[config.mk]
export PLATFORM = sky130hd
export DESIGN_NAME = uart_transceiver
export DESIGN_NICKNAME = d
export VERILOG_FILES = /design/src/rtl/uart_transceiver.sv
export SDC_FILE = /design/constraint.sdc
export NUM_CORES = 1
export LEC_CHECK = 0
export CAP_MARGIN = 20
export CORE_ASPECT_RATIO = 1.2
export CORE_UTILIZATION = 40
export CTS_CLUSTER_DIAMETER = 30
export DETAILED_ROUTE_END_ITERATION = 6
export PLACE_DENSITY = 0.66
export REMOVE_ABC_BUFFERS = 1
export SETUP_SLACK_MARGIN = 0.05
export SLEW_MARGIN = 0
export SYNTH_ARGS = -nofsm -noshare
export SYNTH_HDL_FRONTEND = slang
export SYNTH_SLANG_ARGS = --single-unit
[constraint.sdc]
create_clock -name clk -period 5.8 [get_ports clk]
set_input_delay 1.45 -clock clk [delete_from_list [all_inputs] [get_ports clk]]
set_output_delay 1.45 -clock clk [all_outputs]
set_load 0.01 [all_outputs]
[src/rtl/uart_transceiver.sv]
// Full-duplex 8N1 UART: independent registered transmitter and mid-bit-sampling receiver.
// Both paths share one clock and an asynchronous active-low reset.
module uart_transceiver #(
  parameter int CLK_FREQ = 100_000_000,
  parameter int BAUD     = 1_562_500
) (
  input  logic       clk,
  input  logic       rstn,
  input  logic       tx_trig,
  input  logic [7:0] tx_data,
  output logic       tx,
  output logic       tx_busy,
  input  logic       rx,
  output logic [7:0] rx_data,
  output logic       po_flag,
  output logic       frame_err
);

  localparam int BIT_CYCLES = CLK_FREQ / BAUD;
  localparam int HALF_BIT   = BIT_CYCLES / 2;
  localparam int CW         = $clog2(BIT_CYCLES);

  localparam logic [CW-1:0] BIT_LAST  = CW'(BIT_CYCLES - 1);
  localparam logic [CW-1:0] HALF_LAST = CW'(HALF_BIT - 1);

  typedef enum logic [1:0] {
    TX_IDLE  = 2'd0,
    TX_START = 2'd1,
    TX_DATA  = 2'd2,
    TX_STOP  = 2'd3
  } tx_state_t;

  typedef enum logic [1:0] {
    RX_IDLE  = 2'd0,
    RX_START = 2'd1,
    RX_DATA  = 2'd2,
    RX_STOP  = 2'd3
  } rx_state_t;

  // ---------------------------------------------------------------- TX path
  tx_state_t     tx_state, tx_state_n;
  logic [CW-1:0] tx_cnt, tx_cnt_n;
  logic [2:0]    tx_bit, tx_bit_n;
  logic [7:0]    tx_shreg, tx_shreg_n;
  logic          tx_r, tx_n;
  logic          busy_r, busy_n;

  always_ff @(posedge clk or negedge rstn) begin
    if (!rstn) begin
      tx_state <= TX_IDLE;
      tx_cnt   <= '0;
      tx_bit   <= '0;
      tx_shreg <= '0;
      tx_r     <= 1'b1;
      busy_r   <= 1'b0;
    end else begin
      tx_state <= tx_state_n;
      tx_cnt   <= tx_cnt_n;
      tx_bit   <= tx_bit_n;
      tx_shreg <= tx_shreg_n;
      tx_r     <= tx_n;
      busy_r   <= busy_n;
    end
  end

  // tx and tx_busy are computed one cycle ahead so the pins come straight from flops.
  always_comb begin
    tx_state_n = tx_state;
    tx_cnt_n   = tx_cnt;
    tx_bit_n   = tx_bit;
    tx_shreg_n = tx_shreg;
    tx_n       = tx_r;
    busy_n     = busy_r;
    case (tx_state)
      TX_IDLE: begin
        if (tx_trig && !busy_r) begin
          tx_state_n = TX_START;
          tx_shreg_n = tx_data;
          tx_cnt_n   = '0;
          tx_n       = 1'b0;
          busy_n     = 1'b1;
        end
      end
      TX_START: begin
        if (tx_cnt == BIT_LAST) begin
          tx_state_n = TX_DATA;
          tx_cnt_n   = '0;
          tx_bit_n   = '0;
          tx_n       = tx_shreg[0];
        end else begin
          tx_cnt_n = tx_cnt + 1'b1;
        end
      end
      TX_DATA: begin
        if (tx_cnt == BIT_LAST) begin
          tx_cnt_n = '0;
          if (tx_bit == 3'd7) begin
            tx_state_n = TX_STOP;
            tx_n       = 1'b1;
          end else begin
            tx_bit_n   = tx_bit + 1'b1;
            tx_shreg_n = {1'b0, tx_shreg[7:1]};
            tx_n       = tx_shreg[1];
          end
        end else begin
          tx_cnt_n = tx_cnt + 1'b1;
        end
      end
      TX_STOP: begin
        if (tx_cnt == BIT_LAST) begin
          tx_state_n = TX_IDLE;
          tx_cnt_n   = '0;
          busy_n     = 1'b0;
        end else begin
          tx_cnt_n = tx_cnt + 1'b1;
        end
      end
      default: tx_state_n = TX_IDLE;
    endcase
  end

  assign tx      = tx_r;
  assign tx_busy = busy_r;

  // ---------------------------------------------------------------- RX path
  logic rx_s1, rx_s2, rx_s3;

  always_ff @(posedge clk or negedge rstn) begin
    if (!rstn) begin
      rx_s1 <= 1'b1;
      rx_s2 <= 1'b1;
      rx_s3 <= 1'b1;
    end else begin
      rx_s1 <= rx;
      rx_s2 <= rx_s1;
      rx_s3 <= rx_s2;
    end
  end

  logic rx_fall;
  assign rx_fall = rx_s3 & ~rx_s2;

  rx_state_t     rx_state, rx_state_n;
  logic [CW-1:0] rx_cnt, rx_cnt_n;
  logic [2:0]    rx_bit, rx_bit_n;
  logic [7:0]    rx_shreg, rx_shreg_n;
  logic [7:0]    rx_data_r, rx_data_n;
  logic          po_r, po_n;
  logic          ferr_r, ferr_n;

  always_ff @(posedge clk or negedge rstn) begin
    if (!rstn) begin
      rx_state  <= RX_IDLE;
      rx_cnt    <= '0;
      rx_bit    <= '0;
      rx_shreg  <= '0;
      rx_data_r <= '0;
      po_r      <= 1'b0;
      ferr_r    <= 1'b0;
    end else begin
      rx_state  <= rx_state_n;
      rx_cnt    <= rx_cnt_n;
      rx_bit    <= rx_bit_n;
      rx_shreg  <= rx_shreg_n;
      rx_data_r <= rx_data_n;
      po_r      <= po_n;
      ferr_r    <= ferr_n;
    end
  end

  // The stop bit is judged at its centre and the FSM leaves immediately, so the
  // next start edge is never missed even with a slightly fast transmitter.
  always_comb begin
    rx_state_n = rx_state;
    rx_cnt_n   = rx_cnt;
    rx_bit_n   = rx_bit;
    rx_shreg_n = rx_shreg;
    rx_data_n  = rx_data_r;
    po_n       = 1'b0;
    ferr_n     = 1'b0;
    case (rx_state)
      RX_IDLE: begin
        if (rx_fall) begin
          rx_state_n = RX_START;
          rx_cnt_n   = '0;
        end
      end
      RX_START: begin
        if (rx_cnt == HALF_LAST) begin
          rx_cnt_n = '0;
          if (rx_s2) begin
            rx_state_n = RX_IDLE;
          end else begin
            rx_state_n = RX_DATA;
            rx_bit_n   = '0;
          end
        end else begin
          rx_cnt_n = rx_cnt + 1'b1;
        end
      end
      RX_DATA: begin
        if (rx_cnt == BIT_LAST) begin
          rx_cnt_n   = '0;
          rx_shreg_n = {rx_s2, rx_shreg[7:1]};
          if (rx_bit == 3'd7) begin
            rx_state_n = RX_STOP;
          end else begin
            rx_bit_n = rx_bit + 1'b1;
          end
        end else begin
          rx_cnt_n = rx_cnt + 1'b1;
        end
      end
      RX_STOP: begin
        if (rx_cnt == BIT_LAST) begin
          rx_cnt_n   = '0;
          rx_state_n = RX_IDLE;
          if (rx_s2) begin
            rx_data_n = rx_shreg;
            po_n      = 1'b1;
          end else begin
            ferr_n = 1'b1;
          end
        end else begin
          rx_cnt_n = rx_cnt + 1'b1;
        end
      end
      default: rx_state_n = RX_IDLE;
    endcase
  end

  assign rx_data   = rx_data_r;
  assign po_flag   = po_r;
  assign frame_err = ferr_r;

endmodule

# [After elaboration in Yosys (flattened, before gate mapping)]
# Index checks and enable logic that the tools add are counted.
[classes] addsub=4 n_eq_ne=24 n_mux=47 bitwise_logic=2 reduce_logical=20
[ops] operator="two-way mux 6 bit" count=5
[ops] operator="inequality test 2 bit (second input constant)" count=13
[ops] operator="two-way mux 8 bit" count=3
[ops] operator="two-way mux 2 bit" count=11
[ops] operator="two-way mux 3 bit" count=7
[ops] operator="one-hot mux 6 bit (3 select lines)" count=1
[ops] operator="one-hot mux 2 bit (4 select lines)" count=2
[ops] operator="one-hot mux 8 bit (2 select lines)" count=1
[ops] operator="AND reduction 5 bit" count=3
[ops] operator="adder 6 x 1 -> 6 bit (second input constant)" count=2
[ops] operator="== test 6 bit (second input constant)" count=2
[ops] operator="two-way mux 1 bit" count=12
[ops] operator="one-hot mux 3 bit (2 select lines)" count=2
[ops] operator="one-hot mux 6 bit (2 select lines)" count=1
[ops] operator="AND reduction 4 bit" count=3
[ops] operator="== test 2 bit (second input constant)" count=4
[ops] operator="nonzero test 2 bit" count=4
[ops] operator="adder 3 x 1 -> 3 bit (second input constant)" count=2
[ops] operator="== test 3 bit (second input constant)" count=2
[ops] operator="== test 6 x 5 -> 1 bit (second input constant)" count=1
[ops] operator="AND reduction 3 bit" count=2
[ops] operator="== test 2 x 1 -> 1 bit (second input constant)" count=2
[ops] operator="logical NOT 2 bit" count=2
[ops] operator="one-hot mux 1 bit (3 select lines)" count=1
[ops] operator="9 further kinds" count=9
[word_totals] regBits=53 input_bits=12 elab_cells=113

# [Depth between registers and ports, before layout]
[logic_depth] word_depth=4 ltp_mapped=7 depth_no_buf=6

# [Worst setup path before layout]
# No wires, ideal clock.
[synth_path] kind="input -> register" startpoint="input port tx_trig" endpoint="register tx_state[1]" setup_time_ns=0.125 t_arrival_ns=2.371 slack_ns=3.304 stages=5 path_buffers=1 path_cell_list="nand2b_1 > and2_1 > clkbuf_1 > nor2_1 > mux2_2"
[synth_between] elab_chain_cells=3
[synth_lines] item="from (decl)" line_no="9" text="input logic tx_trig,"
[synth_lines] item="logical AND 1 bit" line_no="76" text="if (tx_trig && !busy_r) begin"
[synth_lines] item="inequality test 2 bit (no source line)"
[synth_lines] item="AND reduction 5 bit (no source line)"
[synth_lines] item="to (signal assigned)" line_no="57" text="tx_state <= tx_state_n;"
[synth_lines] item="to (decl)" line_no="41" text="tx_state_t tx_state, tx_state_n;"
# No other way between the ends.
# A chain may end at the register's enable or synchronous reset.

# [Worst setup path after layout]
# Same ends and word-level chain as after synthesis.

==> results.py <==
metrics = {
    "status": {
        "status": "complete, no violations",
    },
    "setup_path": {
        "crit_type": "in -> reg",
        "path_cells": "clkdlybuf4s50_1 > nand2b_1 > and2_1 > nor2_1 > mux2_2",
        "endpoint_kind": "register",
        "slowest_stage": "clkdlybuf4s50_1",
        "required_ns": 6.00,
        "rrSetupSlack_ns": 3.43,
        "cp.arrival_ns": 3.06,
        "crit_family": "simple AND/OR/NAND/NOR gates",
        "cpPeakStageDelay_ns": 0.48,
        "startpoint_type": "input pin",
        "path_buf_inv": 1,
        "crit_fanout": 18,
    },
    "power": {
        "p_leak_uw": 0.00141,
        "p_per_area_mw_per_mm2": 266,
        "vdd_ir_drop_max_v": 0.000131,
    },
    "clock_network": {
        "tritoncts": "yes",
        "clockRootBuffer": "clkbuf_8",
        "clock-sinks": 53,
        "htreeDepth": 2,
        "ctsResizeCount": 0,
        "cts_setup_buffers": 0,
        "hold_buffers": 0,
        "clkLatencyLatePin_ns": 0.31,
        "clk_pin_slew_ns": 0.11,
        "cts_made_buffers": 5,
        "max-clock-path-buffers": 2,
    },
    "grt": {
        "first_global_vias": 1761,
        "overflow": 0,
        "grt_max_degree": 54,
        "grt_use_total_pct": 14.2,
        "antenna_found_initial": 0,
        "grt_pass1_wl_um": 8050,
    },
    "logic_synthesis": {
        "netlist.area_leader.share_pct": 46.0,
        "synth_area_leaders": "dfrtp_1 46%, mux2_2 8.9%, ha_1 5.2%, mux2i_1 4.1%, o21ai_0 4.1%",
        "synthArstFlopShare_pct": 100,
        "synthCells": 244,
        "avgSynthCellArea_um2": 10.9,
        "yosys_warnings": 0,
        "synth_commonest_cells": "49 x dfrtp_1, 22 x o21ai_0, 21 x mux2_2, 21 x nand2_1",
        "synth-edff-count": 0,
        "yosysUniqueCellTypes": 49,
        "synth-seq-cells": 53,
        "yosysTopAreaCell": "dfrtp_1",
        "synth_flop_cell": "dfrtp_1",
        "synthesis.area_mm2": 0.00267,
        "synth.most_common_cell": "dfrtp_1",
        "seq_area_frac_synth_pct": 49.9,
    },
    "floorplanning": {
        "die_area_mm2": 0.00700,
        "die_w_um": 76.6,
        "io_pins": 24,
        "die_h_um": 91.5,
        "coreArea_mm2": 0.00645,
        "rows": 32,
        "start_util_pct": 41.4,
    },
    "run": {
        "maxCapViolCount": 0,
    },
    "timing": {
        "drv_slew": 0,
        "finalSetupTns_ns": 0,
        "finalSetupViolCount": 0,
        "hold_slack_ns": 0.365,
        "hold_viol": 0,
        "min_period_ns": 2.86,
        "timing.fmax_mhz": 350,
        "fin_skew_ns": 0.0101,
        "max_slew_margin_pct": 46.7,
        "tightest_slew_ns": 0.800,
        "rsz0062_at_grt": "false",
        "finalCritPeriodShare_pct": 49.3,
    },
    "routing": {
        "finalWirelength_um": 4600,
        "drt_iter0_markers": 62,
        "wl_per_cell_um": 13.1,
        "first_pass_iters": 4,
        "routed_via_density": 5.21,
        "drc": 0,
        "vias": 1823,
        "postRouteAntennaNets": 0,
    },
    "placed_design": {
        "port_buffers": 23,
        "gp_congestion": 0.743,
        "dp_hpwl_um": 3140,
    },
    "layout": {
        "fillerInstances": 575,
        "multiInputGateArea_mm2": 0.00126,
        "synthToLayoutAreaGrowth_pct": 14.4,
        "fin_util_pct": 47.4,
        "seq_area_mm2": 0.00133,
        "diodes": 0,
        "fin_nets": 287,
        "layout-drive-gt1-share_pct": 15.5,
    },
    "hold_path": {
        "hold_class": "reg -> reg",
    },
}
==> sequential cells by signal, summed over array words and instances (netlist names), 2 cells and up, named ones only <==
name / count
rx_bit: 3
tx_state: 2
rx_shreg: 8
tx_cnt: 6
tx_shreg: 8
rx_data: 8
tx_bit: 3
rx_cnt: 6
==> logic make-up after synthesis <==
| kind of cell | count (synthesis) | synth area share [%] |
|---|---|---|
| XOR/XNOR | 4 | 1.31 |
| flip-flops | 53 | 49.9 |
| AND/OR/NAND/NOR | 68 | 14.6 |
| adder cells (fa/ha/maj) | 11 | 5.16 |
| AO/OA/AOI/OAI | 57 | 13.1 |
| multiplexers | 32 | 13.0 |
| buffers and inverters | 19 | 2.91 |
==> layout make-up <==
| class | count | area share (%) |
|---|---|---|
| Multi-Input combinational cell | 172 | 41.2 |
| Tap cell | 85 | 3.48 |
| Clock buffer | 5 | 2.25 |
| Timing Repair Buffer | 24 | 7.62 |
| Sequential cell | 53 | 43.6 |
| Clock inverter | 3 | 0.820 |
| Inverter | 8 | 0.984 |
==> power breakdown <==
| part | total [µW] | internal [µW] | switching [µW] | leakage (µW) |
|---|---|---|---|---|
| combinational | 135 | 67.3 | 68.1 | 0.000700 |
| clock | 218 | 87.5 | 130 | 0.0000447 |
| sequential | 458 | 401 | 57.0 | 0.000664 |
==> worst paths after layout <==
check | cells past startpoint | start | to
hold reg to reg | 0 | rx_s1 | rx_s2
hold / removal | 0 | rx_s1 | rx_s2
max in group asynchronous | 2 | rstn | rx_bit[0]
min in group asynchronous | 2 | rstn | rx_cnt[5]
setup reg to reg | 6 | tx_state[0] | tx_shreg[0]
setup / recovery | 5 | tx_trig | tx_state[1]
==> cells in the final DEF, fill, tap and decap left out, drive strengths merged, types with 3 or more instances in the layout <==
cell / count
a21boi: 3
a21oi: 6
a31oi: 3
and3: 3
clkbuf: 5
clkdlybuf4s50: 22
dfrtp: 49
dfstp: 4
ha: 11
inv: 9
mux2: 21
mux2i: 11
nand2: 22
nand2b: 5
nand3: 7
nor2: 10
nor2b: 5
nor3: 5
o21ai: 30
xor2: 3
==> stage by stage <==
step | area (µm²) | cells | worst slack, ns | power [µW]
final | 3050 | 350 | 2.94 | 811
after floorplan | 2620 | 233 | 3.30 | 558
after detailed placement | 2960 | 342 | 2.63 | 602
after global placement | 2960 | 342 | 2.67 | 598
after global routing | 3050 | 350 | 2.88 | 859
after CTS | 3050 | 350 | 2.96 | 823
==> per-layer routing <==
layer	GRT usage, %	vias to the layer above	share of wire [%]
li1	-	919	-
met1	18.4	871	47
met2	23.6	24	49
met3	2.81	9	2.5
met4	4.49	0	1.4
met5	0	-	0
No activity file was read; power rests on OpenSTA's default activity.
